--- src/rtl/load_store_unit.sv ---
// Load/store unit: memory-access stage behind the ALU. Runs one data-memory
// transaction per request over a req/gnt/rvalid bus, steers store bytes onto
// their lanes, extends load data and returns a one-cycle response to writeback.
module load_store_unit #(
  parameter int unsigned TIMEOUT = 255  // WAIT cycles before bus_err; 0 disables
) (
  input  logic        clk,
  input  logic        nrst,
  input  logic        req_valid,
  output logic        req_ready,
  input  logic [3:0]  mem_op,
  input  logic [31:0] addr,
  input  logic [31:0] wdata,
  input  logic [4:0]  rd,
  output logic        dmem_req,
  output logic        dmem_we,
  output logic [31:0] dmem_addr,
  output logic [3:0]  dmem_be,
  output logic [31:0] dmem_wdata,
  input  logic        dmem_gnt,
  input  logic        dmem_rvalid,
  input  logic [31:0] dmem_rdata,
  output logic        resp_valid,
  output logic [4:0]  resp_rd,
  output logic [31:0] resp_rdata,
  output logic        misaligned,
  output logic        bus_err
);

  typedef enum logic [1:0] {
    IDLE = 2'd0,
    REQ  = 2'd1,
    WAIT = 2'd2,
    RESP = 2'd3
  } state_t;

  // The counter only has to reach TIMEOUT-1, so size it for that value.
  localparam int unsigned   CW       = (TIMEOUT < 2) ? 1 : $clog2(TIMEOUT);
  localparam logic [CW-1:0] CNT_LAST = CW'(TIMEOUT - 1);

  state_t        state, state_next;
  logic          accept;
  logic          bad_op;
  logic          timeout_hit;
  logic [3:0]    be_next;
  logic [31:0]   wdata_next;
  logic [31:0]   lane;
  logic [31:0]   load_ext;

  // Captured request and response fields
  logic [3:0]    op_q;
  logic [1:0]    lane_q;
  logic [4:0]    rd_q;
  logic [CW-1:0] cnt;
  logic [31:0]   rdata_q;
  logic          mis_q;
  logic          err_q;

  assign accept      = req_valid && (state == IDLE);
  assign timeout_hit = (TIMEOUT != 0) && (cnt == CNT_LAST);

  // Decode the incoming op: legality, alignment, byte enables and lane replication
  always_comb begin
    // NOTE: every signal gets a default before the case so no path leaves it
    // unassigned; a missing default here would infer a latch.
    bad_op     = 1'b0;
    be_next    = 4'b1111;
    wdata_next = wdata;
    case (mem_op[1:0])
      2'd0: begin
        be_next    = 4'b0001 << addr[1:0];
        wdata_next = {4{wdata[7:0]}};
      end
      2'd1: begin
        be_next    = 4'b0011 << addr[1:0];
        wdata_next = {2{wdata[15:0]}};
        bad_op     = addr[0];
      end
      2'd2:    bad_op = (addr[1:0] != 2'b00) || mem_op[2];
      default: bad_op = 1'b1;
    endcase
    // There is no "unsigned store"
    if (mem_op[3] && mem_op[2]) bad_op = 1'b1;
  end

  // Pick the addressed lane out of the read word and sign/zero-extend it
  always_comb begin
    lane     = dmem_rdata >> {lane_q, 3'b000};
    load_ext = lane;
    case (op_q[1:0])
      2'd0:    load_ext = {{24{~op_q[2] & lane[7]}},  lane[7:0]};
      2'd1:    load_ext = {{16{~op_q[2] & lane[15]}}, lane[15:0]};
      default: load_ext = lane;
    endcase
  end

  // State register
  always_ff @(posedge clk or negedge nrst) begin
    // NOTE: sequential state uses non-blocking assignments so every flop
    // samples the values from before the edge, independent of statement order.
    if (!nrst) state <= IDLE;
    else       state <= state_next;
  end

  // Next-state logic
  always_comb begin
    state_next = state;
    case (state)
      IDLE: if (accept)                         state_next = bad_op ? RESP : REQ;
      REQ:  if (dmem_gnt)                       state_next = op_q[3] ? RESP : WAIT;
      WAIT: if (dmem_rvalid || timeout_hit)     state_next = RESP;
      RESP:                                     state_next = IDLE;
      default:                                  state_next = IDLE;
    endcase
  end

  // Request capture, bus fields, timeout counter and response data
  always_ff @(posedge clk or negedge nrst) begin
    if (!nrst) begin
      op_q       <= '0;
      lane_q     <= '0;
      rd_q       <= '0;
      cnt        <= '0;
      rdata_q    <= '0;
      mis_q      <= 1'b0;
      err_q      <= 1'b0;
      dmem_we    <= 1'b0;
      dmem_addr  <= '0;
      dmem_be    <= '0;
      dmem_wdata <= '0;
    end else begin
      case (state)
        IDLE: if (accept) begin
          op_q    <= mem_op;
          lane_q  <= addr[1:0];
          rd_q    <= rd;
          rdata_q <= '0;
          mis_q   <= bad_op;
          err_q   <= 1'b0;
          // Bus fields only change for ops that will actually reach the bus
          if (!bad_op) begin
            dmem_we    <= mem_op[3];
            dmem_addr  <= {addr[31:2], 2'b00};
            dmem_be    <= be_next;
            dmem_wdata <= wdata_next;
          end
        end
        REQ: if (dmem_gnt) cnt <= '0;
        WAIT: begin
          if (dmem_rvalid)      rdata_q <= load_ext;
          else if (timeout_hit) err_q   <= 1'b1;
          else                  cnt     <= cnt + 1'b1;
        end
        default: ;
      endcase
    end
  end

  // Handshake and response outputs, decoded from the registered state
  always_comb begin
    req_ready  = (state == IDLE);
    dmem_req   = (state == REQ);
    resp_valid = (state == RESP);
    resp_rd    = '0;
    resp_rdata = '0;
    misaligned = 1'b0;
    bus_err    = 1'b0;
    if (state == RESP) begin
      resp_rd    = op_q[3] ? 5'd0 : rd_q;
      resp_rdata = rdata_q;
      misaligned = mis_q;
      bus_err    = err_q;
    end
  end

endmodule

--- config.mk ---
export PLATFORM = sky130hd
export DESIGN_NAME = load_store_unit
export DESIGN_NICKNAME = d
export VERILOG_FILES = /design/src/rtl/load_store_unit.sv
export SDC_FILE = /design/constraint.sdc
export NUM_CORES = 1
export LEC_CHECK = 0
export BUFFER_PORTS_ARGS = -buffer_cell sky130_fd_sc_hd__buf_4
export CORE_MARGIN = 10
export CORE_UTILIZATION = 35
export CTS_CLUSTER_DIAMETER = 120
export CTS_CLUSTER_SIZE = 30
export DETAILED_ROUTE_END_ITERATION = 10
export PLACE_DENSITY_LB_ADDON = 0.12
export SETUP_SLACK_MARGIN = 0.02
export SLEW_MARGIN = 20
export SYNTH_ARGS = -nofsm -noshare
export SYNTH_HDL_FRONTEND = slang
export SYNTH_SLANG_ARGS = --single-unit
--- constraint.sdc ---
create_clock -name clk -period 3.9 [get_ports clk]
set_input_delay 1.17 -clock clk [delete_from_list [all_inputs] [get_ports clk]]
set_output_delay 1.17 -clock clk [all_outputs]
set_load 0.02 [all_outputs]
* Yosys cells after proc, flatten, opt, wreduce, memory -nomap -nowiden
Index checks and enable logic that the tools add are counted.
Word-level totals: flip-flop bits (word level) 122, latch bits 0, RAM bits 0, bits in read-only memories 0, input port bits 110, output and inout bits 111, word-level logic and storage cells 77, memories 0
Cells by class: add/sub/neg operators 1, $mul 0, divide/modulo/power cells 0, $lt $le $gt $ge 0, eq/ne operators 14, shift-type cells 3, muxes and demuxes 27, bitwise operators 4, reduce and logical (&&, ||, !) cells 16
Operator list (number):
- 32-bit one-hot mux with 2 select lines | 3
- 32-bit two-way mux | 3
- 32-bit by 5-bit >> shifter with 32-bit output | 1
- 8-bit two-way mux | 3
- 8-bit one-hot mux with 2 select lines | 1
- 5-bit two-way mux | 2
- 2-bit inequality test, second input constant | 5
- 3-bit AND reduction | 3
- 8-bit by 1-bit adder with 8-bit output, second input constant | 1
- 8-bit equality test, second input constant | 1
- 2-bit two-way mux | 4
- 2-bit one-hot mux with 4 select lines | 1
- 4-bit one-hot mux with 2 select lines | 1
- 4-bit AND reduction | 2
- 1-bit two-way mux | 7
- 2-bit by 1-bit equality test with 1-bit output, second input constant | 3
- 2-bit equality test, second input constant | 3
- 2-bit logical NOT | 3
- 2-bit nonzero test | 3
- 2-bit by 1-bit inequality test with 1-bit output, second input constant | 2
- 1-bit by 2-bit << shifter with 4-bit output, first input constant | 1
- 2-bit by 2-bit << shifter with 4-bit output, first input constant | 1
- 1-bit one-hot mux with 3 select lines | 1
- 1-bit bitwise AND | 2
- other kinds (5) | 8

* Depth between registers and ports, before layout
Gate-level depths: netlist (run 1).
word-level depth 7, depth in mapped cells 8, gate-level depth less buffers 6

* Worst setup path before layout (run 1)
OpenSTA, ideal clock, no wires.
path kind input-to-reg, from input port mem_op[0], to register dmem_addr[17], setup time 128 ps, data arrival time 2288 ps, required time 3772 ps, setup slack 1485 ps, cell stages on the path 5, buffers on the path 2, path through nor4_1 o21bai_1 buf_2 buf_4 mux2_1
Between the ends: longest elaborated chain between the ends 5, elaborated cells on any way between the ends 7, classes of those cells 2 x eq/ne; 2 x mux; 1 x bitwise; 2 x reduce/logical
Ends and longest elaborated chain:
- start: declaration | RTL line 11 | input logic [3:0] mem_op,
- 2-bit equality test, or another cell as far along | RTL line 69 | case (mem_op[1:0])
- 1-bit one-hot mux with 3 select lines * | RTL line 69
- 1-bit two-way mux * | RTL line 83 | if (mem_op[3] && mem_op[2]) bad_op = 1'b1;
- 1-bit inverter (no line) *
- 3-bit AND reduction (no line) *
- end signal: assignment | RTL line 143 | dmem_addr <= {addr[31:2], 2'b00};
- end: declaration | RTL line 17 | output logic [31:0] dmem_addr,
Every way passes the cells marked *; elsewhere a longest branch is shown, timed or not. A chain may end at the register's enable or synchronous reset.

* Final worst setup path (run 1)
from register state[0], to output port resp_rdata[23]
Between the ends: longest elaborated chain between the ends 2
Ends and longest elaborated chain:
- start: declaration | RTL line 41 | state_t state, state_next;
- start signal: assignment | RTL line 102 | else state <= state_next;
- 2-bit equality test | RTL line 168 | if (state == RESP) begin
- 32-bit two-way mux | RTL line 168
- end: declaration | RTL line 25 | output logic [31:0] resp_rdata,
No other way between the ends.

==> summary.txt, run 1 <==
Cells and area
  • Post-layout nets: just under 900
  • Filler cells: 1,616
  • Final Instance Count excl. Fillers: approximately 1,000
  • Final core occ: 0.4978
  • Post-route design area: roughly 0.0086 sq mm
  • Layout cell share with drive strength beyond 1: 0.4155
  • Layout Area Growth over Synthesis: 40.44%
  • Combined area of the multi-input logic cells: about 0.0028 sq mm
  • Register area: ~0.003 sq mm
  • Count of inserted antenna diode cells: 0

Synth
  • Ys Warns: 0
  • Most frequently used cell type in the post-synthesis netlist: sky130_fd_sc_hd__dfrtp_1
  • Sequential share of the synthesized area: 0.5014
  • Leading post-synthesis cells by instance count: 122 x sky130_fd_sc_hd__dfrtp_1, 57 x sky130_fd_sc_hd__mux2_2, 56 x sky130_fd_sc_hd__nand2_1
  • Count of cell types in the netlist: 42
  • Count of flip-flops with a built-in enable after synthesis: 0
  • Top post-synthesis cells by area: sky130_fd_sc_hd__dfrtp_1 50%, sky130_fd_sc_hd__mux2_2 11%, sky130_fd_sc_hd__mux2i_1 7.7%, sky130_fd_sc_hd__o21ai_0 4.4%, sky130_fd_sc_hd__and2_1 4.1%
  • Register bit total from synthesis: between 100 and 150
  • Cells after synthesis: roughly 560
  • Cell Area, Synth: 0.006088 sq mm
  • Fraction of synthesis flops using an asynchronous set or reset pin: 1.000
  • Share of Yosys cell area claimed by the top area cell type: 0.5014
  • Per-instance average area after synthesis: 10.83 sq um
  • Post-synth top area cell: sky130_fd_sc_hd__dfrtp_1
  • Ys flop type: sky130_fd_sc_hd__dfrtp_1

STA
  • Final worst-path cycle share: 0.7340
  • Hold Fails Final Rpt: 0
  • Highest clock frequency the design can meet: roughly 350 MHz
  • Post-route setup slack: just over 1000 ps
  • Headroom to the max-slew limit: 0.5749
  • Setup repair after global routing missed its margin: no
  • Aggregate negative setup slack: 0 ps
  • Clk_skew: around 11 ps
  • Slew at the pin closest to its max-slew limit: about 640 ps
  • Hold WS: about 480 ps
  • Number of max-slew violations in the final report: 0
  • Final period demand of the worst path: about 2900 ps
  • Endpoints failing setup: 0

Placed design
  • Number of placed instances, taps included: 980
  • Post-Place Setup Slack: around 1100 ps
  • Port Buf Inserts: about 220
  • Total half-perimeter wirelength after legalization and detailed placement: about 14 mm
  • Final RePlAce weighted congestion: about 0.8
  • Cell area after placement: slightly below 0.008 sq mm

Clock network
  • Clock tree from TritonCTS: built
  • CTS Buf Count: 17
  • Number of gates resized after CTS: 0
  • Clock tree root driver cell: sky130_fd_sc_hd__clkbuf_16
  • Total number of clock tree sinks: roughly 120
  • CTS H-tree lvls: 4
  • Number of hold buffers added after cts: 0
  • Clock-pin slew on the worst setup and hold paths: about 50 ps
  • Post-CTS setup buffer count: 0
  • Clock latency on the worst-skew pair: 410 ps
  • Clock Tree Buf Depth: 2

Worst setup path
  • Register-to-register setup slack: between 1500 and 2000 ps
  • Category of the most critical setup path: flop to output port
  • Required time at the endpoint of the critical path: between 2000 and 3000 ps
  • Number of cells on the worst reg-to-reg path: 5
  • Critical Path AT: 1690 ps
  • Endpoint of the most critical register-to-register path: rdata_q[22]
  • Kind of start point of the critical path: flop
  • Type of destination of the critical path: output port
  • Delay of the slowest cell on the worst path: ~410 ps
  • Largest fanout on the critical path: 34
  • Crit path cell chain: ha_1, buf_4, and2_1, buf_4
  • Cell with the largest stage delay on the worst path: sky130_fd_sc_hd__dfrtp_1
  • Beginning of the worst register-to-register path: state[0]
  • Cell type with the highest occurrence count on the critical path: sky130_fd_sc_hd__buf_4

Run status
  • Run status: complete, no violations

Die
  • Chip Height: approximately 150 microns
  • Width of the chip: ~150 microns
  • Area of the core region: around 0.017 sq mm
  • Number of placement rows: 48
  • Floorplan die area: around 0.023 sq mm
  • Effective utilization at floorplan: 0.3545
  • Count of boundary I/O pins: 221

Min path
  • Depth of the worst hold-timing path: 2
  • Hold-critical path endpoint: rdata_q[4]
  • Origin of the worst min-delay path: rdata_q[4]
  • Hold/Removal Path Class: flop to flop

GRT
  • Vias in the first global route: 5,361
  • Pin count of the biggest net entering global routing: 96
  • Remaining global-route overflow: 0
  • Number of antenna violations at the first check in global routing: 0
  • First-pass GRT wire length: about 29 mm
  • Global router's overall resource usage: 0.1546

Power and ir drop
  • Leakage: 4.135 nW
  • Pwr/cell area: about 780 mW/mm^2
  • Post-route total power: 6.698 mW
  • Peak supply drop: ~0.38 mV

Detailed routing
  • Pre-antenna DRT Iters: 5
  • Via count of the routed design: around 5,000
  • Antenna-violating nets left: 0
  • Iteration-0 DRC count of the detailed router: around 220
  • Via density: 4.960
  • DRT Wirelength: between 15 and 20 mm
  • Wire length per cell after detailed routing: 17.92 microns
  • Drt drc: 0

Run
  • Maximum capacitance violations: 0
==> power breakdown <==
| part | switching [mW] | internal, mW |
|---|---|---|
| clock | 0.604 | 0.979 |
| sequential | 0.354 | 1.82 |
| combinational | 1.62 | 1.33 |
| total | 2.58 | 4.12 |
==> state kept, by name, summed over array words and instances, names as in the netlist, 4 cells and up <==
name	count
dmem_addr	30
cnt	8
rd_q	5
dmem_wdata	32
op_q	4
rdata_q	32
dmem_be	4
==> how the worst max path moves through the flow <==
stage	from	endpoint	slack, ps	cells after the start
floorplan	mem_op[0]	dmem_addr[17]	1480	5
global placement	mem_op[0]	dmem_addr[17]	1140	5
detailed placement	mem_op[0]	dmem_addr[17]	1110	5
CTS	state[0]	resp_rdata[31]	1000	4
global route	state[0]	resp_rdata[23]	900	4
finish	state[0]	resp_rdata[23]	1040	4
==> routing by layer <==
| metal | part of all wire | GRT usage |
|---|---|---|
| met4 | 0.014 | 0.05044 |
| met1 | 0.42 | 0.1827 |
| met3 | 0.078 | 0.05871 |
| met5 | 0 | 0 |
| met2 | 0.49 | 0.2533 |
==> layout by cell type (no fill, tap or decap), types with 2 or more instances in the layout <==
cell type / n
sky130_fd_sc_hd__mux2_2: 57
sky130_fd_sc_hd__nor3_1: 4
sky130_fd_sc_hd__clkinvlp_4: 4
sky130_fd_sc_hd__o31ai_1: 2
sky130_fd_sc_hd__o21ai_0: 54
sky130_fd_sc_hd__clkinv_4: 3
sky130_fd_sc_hd__clkinv_2: 2
sky130_fd_sc_hd__and2_1: 40
sky130_fd_sc_hd__nor2_1: 27
sky130_fd_sc_hd__nand2b_1: 8
sky130_fd_sc_hd__mux2i_1: 47
sky130_fd_sc_hd__o211ai_1: 2
sky130_fd_sc_hd__ha_1: 7
sky130_fd_sc_hd__bufinv_16: 2
sky130_fd_sc_hd__inv_1: 7
sky130_fd_sc_hd__a221o_1: 17
sky130_fd_sc_hd__nor4_1: 2
sky130_fd_sc_hd__nand3b_1: 9
sky130_fd_sc_hd__nor2b_1: 2
sky130_fd_sc_hd__buf_4: 227
sky130_fd_sc_hd__clkbuf_8: 2
sky130_fd_sc_hd__inv_6: 2
sky130_fd_sc_hd__or3_1: 2
sky130_fd_sc_hd__clkbuf_16: 17
sky130_fd_sc_hd__dfrtp_1: 122
sky130_fd_sc_hd__nand3_1: 6
sky130_fd_sc_hd__mux4_2: 2
sky130_fd_sc_hd__buf_12: 2
sky130_fd_sc_hd__nand2_1: 56
sky130_fd_sc_hd__o21bai_1: 2
sky130_fd_sc_hd__a211oi_1: 3
sky130_fd_sc_hd__a21oi_1: 28
sky130_fd_sc_hd__or2_2: 2
sky130_fd_sc_hd__nand4_1: 2
sky130_fd_sc_hd__conb_1: 2
sky130_fd_sc_hd__and3_1: 3
==> cells by family after synthesis <==
logic type               after synthesis  share of synthesized area
AO/OA/AOI/OAI                        114                     0.1165
adder cells (fa/ha/maj)                7                    0.01438
buffers and inverters                 44                    0.03411
flip-flops                           122                     0.5014
multiplexers                         107                     0.1919
other                                  1                  0.0006159
AND/OR/NAND/NOR                      167                     0.1410
==> worst max-delay path, delay by kind of cell (launching register included) <==
kind | cells | cell delay (ps)
and+or+nand+nor | 1 | 210
DFF | 1 | 410
buffers and inverters | 2 | 440
adders and majority gates | 1 | 220
==> cell type report <==
type | count | share of cell area
Inverter | 7 | 0.003073
Clock inverter | 13 | 0.01683
Tap cell | 225 | 0.03292
Sequential cell | 122 | 0.3570
Clock buffer | 19 | 0.05297
Timing Repair Buffer | 229 | 0.2040
Multi-Input combinational cell | 397 | 0.3332
No activity file was read; power rests on OpenSTA's default activity.
==> inputs of run 2 (changes only) <==
clock period = 2.3 ns   (was 3.9 ns; I/O delays follow)
==> run 2 against run 1 <==
  * Non-clock buffer count increased by 9
  * Via count increased by 1.5%
  * Largest cell class unchanged
  * Register-to-register slack got worse by 1400 ps
  * Flip-flop and latch count unchanged
  * Routed wire length increased by 2.8%
  * First-iteration DRC count increased by 52%
  * Final cell count increased by 0.89%
  * Sequential power increased by 69%
  * Largest power group unchanged
  * Critical path depth unchanged
  * Core utilization increased by 0.60 points
  * Worst hold slack got worse by 260 ps
==> summary.txt, run 2 (synthesized netlist as in run 1, its figures left out) <==
Run status
  • Run status: complete, no violations (unchanged)

Clock network
  • Clock-pin slew on the worst setup and hold paths: 60 ps (was 50 ps)
  • Number of hold buffers added after cts: 0 (unchanged)
  • CTS Buf Count: 17 (unchanged)
  • Clock tree root driver cell: sky130_fd_sc_hd__clkbuf_16 (unchanged)
  • Clock Tree Buf Depth: 2 (unchanged)
  • CTS H-tree lvls: 4 (unchanged)
  • Clock latency on the worst-skew pair: 420 ps (was 410 ps)
  • Clock tree from TritonCTS: built (unchanged)
  • Total number of clock tree sinks: 122 (unchanged)

STA
  • Slew at the pin closest to its max-slew limit: 584.7 ps (was 637.6 ps)
  • Clk_skew: 5.632 ps (was 11.22 ps)
  • Headroom to the max-slew limit: 0.6085 (was 0.5749)
  • Setup repair after global routing missed its margin: no (unchanged)
  • Final period demand of the worst path: approximately 2200 ps
  • Hold Fails Final Rpt: 0 (unchanged)
  • Number of max-slew violations in the final report: 0 (unchanged)
  • Final worst-path cycle share: 0.9626
  • Highest clock frequency the design can meet: ~450 MHz
  • Endpoints failing setup: 0 (unchanged)
  • Aggregate negative setup slack: 0 ps (unchanged)
  • Post-route setup slack: 85.95 ps (was 1037 ps)

Worst setup path
  • Category of the most critical setup path: flop to output port (unchanged)
  • Launching element of the worst setup path: state[1] (was state[0])
  • Critical Path AT: 1520 ps (was 1690 ps)
  • Type of destination of the critical path: output port (unchanged)
  • Crit path cell chain: ha_4, buf_12, and2_1, buf_4 (was ha_1, buf_4, and2_1, buf_4)
  • Count of buffer and inverter cells on the critical path: 2 (unchanged)
  • Register-to-register setup slack: 200 ps (was 1630 ps)
  • Beginning of the worst register-to-register path: state[0] (unchanged)
  • Number of cells on the worst reg-to-reg path: 8 (was 5)
  • Kind of start point of the critical path: flop (unchanged)
  • Worst path top cell family by delay: flip-flops (was buffers and inverters)
  • Required time at the endpoint of the critical path: 1610 ps (was 2730 ps)
  • Largest fanout on the critical path: 34 (unchanged)
  • Cell with the largest stage delay on the worst path: sky130_fd_sc_hd__dfrtp_2 (was sky130_fd_sc_hd__dfrtp_1)
  • Delay of the slowest cell on the worst path: 440 ps (was 410 ps)
  • Endpoint of the most critical register-to-register path: rdata_q[27] (was rdata_q[22])

Cells and area
  • Layout cell share with drive strength beyond 1: 0.4271 (was 0.4155)
  • Regs by FF count: dmem_wdata: 32 flops, rdata_q: 32 flops, dmem_addr: 30 flops (unchanged)
  • Post-layout nets: 900 (was 891)
  • Commonest cells after routing, fill and taps aside: 234 x sky130_fd_sc_hd__buf_4, 121 x sky130_fd_sc_hd__dfrtp_1, 57 x sky130_fd_sc_hd__mux2_2 (was 227 x sky130_fd_sc_hd__buf_4, 122 x sky130_fd_sc_hd__dfrtp_1, 57 x sky130_fd_sc_hd__mux2_2)
  • Most frequent standard cell in the layout excluding fill and tap cells: sky130_fd_sc_hd__buf_4 (unchanged)
  • Post-route design area: 0.008655 sq mm (was 0.008551 sq mm)
  • Count of inserted antenna diode cells: 0 (unchanged)
  • Layout Area Growth over Synthesis: 42.15% (was 40.44%)
  • Final core occ: 0.5039 (was 0.4978)

Detailed routing
  • Drt drc: 0 (unchanged)
  • Iteration-0 DRC count of the detailed router: 329 (was 216)
  • Via density: 4.990 (was 4.960)
  • DRT Wirelength: 18.65 mm (was 18.14 mm)
  • Via count of the routed design: 5,095 (was 5,020)
  • Antenna-violating nets left: 0 (unchanged)
  • Wire length per cell after detailed routing: 18.26 microns (was 17.92 microns)
  • Pre-antenna DRT Iters: 4 (was 5)

Power and ir drop
  • Peak supply drop: 0.5651 mV (was 0.3790 mV)
  • Leakage: 4.181 nW (was 4.135 nW)
  • Pwr/cell area: 1323 mW/mm^2 (was 783.3 mW/mm^2)
  • Post-route total power: 11.45 mW (was 6.698 mW)

Die
  • Chip Height: 151.9 microns (unchanged)
  • Width of the chip: 151.9 microns (unchanged)
  • Effective utilization at floorplan: 0.3545 (unchanged)
  • Floorplan die area: 0.02307 sq mm (unchanged)
  • Number of placement rows: 48 (unchanged)
  • Count of boundary I/O pins: 221 (unchanged)
  • Area of the core region: 0.01718 sq mm (unchanged)

Run
  • Maximum capacitance violations: 0 (unchanged)

GRT
  • First-pass GRT wire length: 30.26 mm (was 29.11 mm)
  • Global router's overall resource usage: 0.1596 (was 0.1546)
  • Remaining global-route overflow: 0 (unchanged)
  • Vias in the first global route: 5,519 (was 5,361)
  • Number of antenna violations at the first check in global routing: 0 (unchanged)
  • Pin count of the biggest net entering global routing: 52 (was 96)

Placed design
  • Total half-perimeter wirelength after legalization and detailed placement: 14.45 mm (was 13.87 mm)
  • Port Buf Inserts: 218 (unchanged)
  • Final RePlAce weighted congestion: 0.8093 (was 0.8144)
  • Cell area after placement: 0.008039 sq mm (was 0.007954 sq mm)
  • Post-Place Setup Slack: 166.7 ps (was 1115 ps)

Min path
  • Hold/Removal Path Class: input pin to asynchronous set/reset pin (was flop to flop)
-- run 2: stage by stage --
step           std cells  hold slack, ps
2_1_floorplan        563           394.4
3_3_place_gp         988           463.1
3_5_place_dp         988           465.3
4_1_cts             1021           218.7
5_1_grt             1021           240.2
6_report            1021           216.1
-- run 2: cell type report --
cell class / count / area (sq um)
well taps: 225 / 281.5
flip-flops and latches: 122 / 3054
clock buffers: 18 / 429.2
clock inverters: 14 / 150.1
multi-input cells: 397 / 2877
repair buffers: 238 / 1837
inverters: 7 / 26.28
fillers: 1611 / 8522
-- run 2: worst max path at each step --
stage	end	slack (ps)	cells after the start
global placement	dmem_wdata[7]	200	6
global route	resp_rdata[17]	40	4
finish	resp_rdata[16]	90	4
CTS	resp_rdata[16]	30	4
detailed placement	dmem_wdata[7]	170	6
floorplan	dmem_addr[17]	280	7
-- run 2: report_power, final --
| group | internal (mW) | switching (mW) |
|---|---|---|
| Sequential | 3.09 | 0.573 |
| Clock | 1.60 | 1.00 |
| Combinational | 2.35 | 2.84 |
| Total | 7.03 | 4.42 |
-- run 2: what timing repair did --
item | 4_1_cts | 5_1_grt
resized for setup | 3 | 4
endpoints found under the setup margin | 38 | 40
buffers inserted | 1 | 0
-- run 2: worst register-to-register path, cell delays in order (launching register included) --
cell and delay (ps):
sky130_fd_sc_hd__dfrtp_1 390, sky130_fd_sc_hd__buf_4 150, sky130_fd_sc_hd__inv_1 80, sky130_fd_sc_hd__ha_1 280, sky130_fd_sc_hd__buf_4 200, sky130_fd_sc_hd__nand2b_1 120, sky130_fd_sc_hd__o211ai_1 100, sky130_fd_sc_hd__buf_4 260
sky130_fd_sc_hd__a221o_1 390
-- run 2: metal layers --
metal  GRT usage  vias up  part of all wire
li1            -     2432                 -
met1      0.1903     2481              0.41
met2      0.2568      167              0.49
met3     0.06520       15             0.082
met4     0.05044        0             0.015
met5           0        -                 0
==> inputs of run 3 (changes only) <==
PLACE_DENSITY = 0.65   (was unset)
PLACE_DENSITY_LB_ADDON = unset   (was 0.12)
REMOVE_ABC_BUFFERS = 1   (was unset)
clock period = 2.2 ns   (was 2.3 ns; I/O delays follow)
==> run 3 against run 2 <==
  * The flow now finishes with violations (negative setup slack)
  * Final cell count grew 0.88%
  * Sequential power is 5% higher
  * Routed wire length up 2.8%
  * Core utilization rose by 2.2 points
  * Flip-flop and latch count unchanged
  * Worst setup slack got worse by 120 ps
  * Via count up 0.80%
  * Die area unchanged
  * Power is 8.6% higher
  * Count of clock-buffer cells in the layout increased by 1
  * Critical endpoint is now resp_rd[3]
  * Largest power group unchanged
  * Highest routed layer is now met5
==> summary.txt, run 3 (synthesized netlist as in run 1, its figures left out) <==
Cells and area
  • Most frequent standard cell in the layout excluding fill and tap cells: sky130_fd_sc_hd__buf_4 (unchanged)
  • Count of inserted antenna diode cells: 0 (unchanged)
  • Regs by FF count: dmem_wdata: 32 flops, rdata_q: 32 flops, dmem_addr: 30 flops (unchanged)
  • Commonest cells after routing, fill and taps aside: 198 x sky130_fd_sc_hd__buf_4, 122 x sky130_fd_sc_hd__dfrtp_1, 57 x sky130_fd_sc_hd__mux2_2 (was 234 x sky130_fd_sc_hd__buf_4, 121 x sky130_fd_sc_hd__dfrtp_1, 57 x sky130_fd_sc_hd__mux2_2)
  • Layout Area Growth over Synthesis: 48.42% (was 42.15%)
  • Final core occ: 0.5261 (was 0.5039)
  • Post-route design area: 0.009036 sq mm (was 0.008655 sq mm)
  • Post-layout nets: 909 (was 900)
  • Layout cell share with drive strength beyond 1: 0.4820 (was 0.4271)
  • Filler cells: 1,572 (was 1,611)

Detailed routing
  • Iteration-0 DRC count of the detailed router: 229 (was 329)
  • Via density: 4.986 (was 4.990)
  • Antenna-violating nets left: 0 (unchanged)
  • DRT Wirelength: 19.17 mm (was 18.65 mm)
  • Wire length per cell after detailed routing: 18.61 microns (was 18.26 microns)
  • Pre-antenna DRT Iters: 4 (unchanged)
  • Via count of the routed design: 5,136 (was 5,095)
  • Drt drc: 0 (unchanged)

Power and ir drop
  • Power share of the clock group: 0.217 (was 0.227)
  • Leakage: 4.342 nW (was 4.181 nW)
  • Comb power frac: 0.473 (was 0.453)
  • Switching power summed over all nets: 4.795 mW (was 4.417 mW)
  • Peak supply drop: 0.6875 mV (was 0.5651 mV)
  • Relative contribution of sequential cells to total power: 0.310 (was 0.319)
  • Pwr/cell area: 1376 mW/mm^2 (was 1323 mW/mm^2)
  • Switch share: 0.3857 (was 0.3858)
  • Internal Dissipation: 7.636 mW (was 7.032 mW)

STA
  • Final worst-path cycle share: 1.014
  • Headroom to the max-slew limit: 0.5564 (was 0.6085)
  • Clk_skew: 6.484 ps (was 5.632 ps)
  • Aggregate negative setup slack: -235.0 ps (was 0 ps)
  • Slew at the pin closest to its max-slew limit: 661.9 ps (was 584.7 ps)
  • Post-route setup slack: -30.76 ps (was 85.95 ps)
  • Hold Fails Final Rpt: 0 (unchanged)
  • Highest clock frequency the design can meet: between 400 and 500 MHz
  • Number of max-slew violations in the final report: 0 (unchanged)
  • Setup repair after global routing missed its margin: yes (was no)
  • Endpoints failing setup: 22 (was 0)
  • Hold WS: 126.7 ps (was 216.1 ps)
  • Final period demand of the worst path: around 2200 ps

Clock network
  • Clock-pin slew on the worst setup and hold paths: 60 ps (about the same)
  • Total number of clock tree sinks: 122 (unchanged)
  • Clock tree from TritonCTS: built (unchanged)
  • Clock tree root driver cell: sky130_fd_sc_hd__clkbuf_16 (unchanged)
  • Clock Tree Buf Depth: 2 (unchanged)
  • Clock latency on the worst-skew pair: 410 ps (was 420 ps)
  • CTS Buf Count: 17 (unchanged)
  • CTS H-tree lvls: 4 (unchanged)

Worst setup path
  • Launching element of the worst setup path: state[0] (was state[1])
  • Required time at the endpoint of the critical path: 1540 ps (was 1610 ps)
  • Largest fanout on the critical path: 5 (was 34)
  • Beginning of the worst register-to-register path: state[1] (was state[0])
  • Critical Path AT: 1570 ps (was 1520 ps)
  • Kind of start point of the critical path: flop (unchanged)
  • Category of the most critical setup path: flop to output port (unchanged)
  • Type of destination of the critical path: output port (unchanged)

Placed design
  • Port Buf Inserts: 218 (unchanged)
  • Total half-perimeter wirelength after legalization and detailed placement: 14.18 mm (was 14.45 mm)
  • Final RePlAce weighted congestion: 0.7867 (was 0.8093)
  • Post-Place Setup Slack: -66.01 ps (was 166.7 ps)
  • Cell area after placement: 0.008102 sq mm (was 0.008039 sq mm)

Die
  • Width of the chip: 151.9 microns (unchanged)
  • Floorplan die area: 0.02307 sq mm (unchanged)
  • Effective utilization at floorplan: 0.3545 (unchanged)
  • Count of boundary I/O pins: 221 (unchanged)
  • Chip Height: 151.9 microns (unchanged)
  • Number of placement rows: 48 (unchanged)
  • Area of the core region: 0.01718 sq mm (unchanged)

GRT
  • Global router's overall resource usage: 0.1615 (was 0.1596)
  • Remaining global-route overflow: 0 (unchanged)
  • Pin count of the biggest net entering global routing: 54 (was 52)
  • Number of antenna violations at the first check in global routing: 1 (was 0)
  • First-pass GRT wire length: 30.46 mm (was 30.26 mm)
  • Vias in the first global route: 5,383 (was 5,519)

Run status
  • Violated checks: negative setup slack
  • Run status: complete, but fails checks (was complete, no violations)

Min path
  • Hold/Removal Path Class: input pin to asynchronous set/reset pin (unchanged)

Run
  • Maximum capacitance violations: 0 (unchanged)
==> run 3: path summary, 6_finish.rpt <==
path | endpoint | slack, ps | cells after the start
setup / recovery | resp_rd[3] | -30 | 5
hold / removal | cnt[0] | 130 | 1
setup reg to reg | rdata_q[26] | 240 | 8
hold reg to reg | dmem_wdata[29] | 480 | 2
max in group asynchronous | mis_q | 1450 | 2
min in group clk | dmem_addr[17] | 460 | 2
==> run 3: power groups by stage <==
stage / Combinational [mW] / Clock [mW] / Sequential [mW]
5_1_grt: 6.41 / 2.87 / 3.98
2_1_floorplan: 2.30 / 0 / 4.56
6_report: 5.88 / 2.69 / 3.85
3_3_place_gp: 5.49 / 0 / 3.81
3_5_place_dp: 5.55 / 0 / 3.83
4_1_cts: 5.88 / 2.76 / 3.84
==> run 3: worst max-delay path: stages (launching register included) <==
cell                      delay, ps
sky130_fd_sc_hd__dfrtp_1        350
sky130_fd_sc_hd__buf_6          110
sky130_fd_sc_hd__ha_4           200
sky130_fd_sc_hd__nor2b_4        220
sky130_fd_sc_hd__and2_4         160
sky130_fd_sc_hd__buf_6          110
==> run 3: metrics by stage <==
stage | instances | power (mW)
finish | 1030 | 12.43
global route | 1030 | 13.26
floorplan | 526 | 6.869
global placement | 993 | 9.297
detailed placement | 993 | 9.384
CTS | 1027 | 12.49
==> run 3: repair_timing <==
action	4_1_cts	5_1_grt
endpoints found under the setup margin	40	62
cloned	1	1
setup buffers	1	2
hold buffers	0	0
pin swaps	3	1
resized for setup	72	14
==> run 3: layout make-up <==
cell class / count / area, sq um / share of cell area
Multi-Input combinational cell: 397 / 2974 / 0.3291
Sequential cell: 122 / 3053 / 0.3379
Clock inverter: 13 / 118.9 / 0.01315
Tap cell: 225 / 281.5 / 0.03115
Inverter: 7 / 26.28 / 0.002908
Timing Repair Buffer: 247 / 2130 / 0.2357
Clock buffer: 19 / 452.9 / 0.05012
==> run 3: metal layers <==
metal / up-vias / wire length, microns / GRT usage
met3: 16 / 2327 / 0.08919
met4: 2 / 186 / 0.04585
met5: - / 7 / 0
li1: 2448 / - / -
met1: 2460 / 8127 / 0.1968
met2: 210 / 8522 / 0.2398
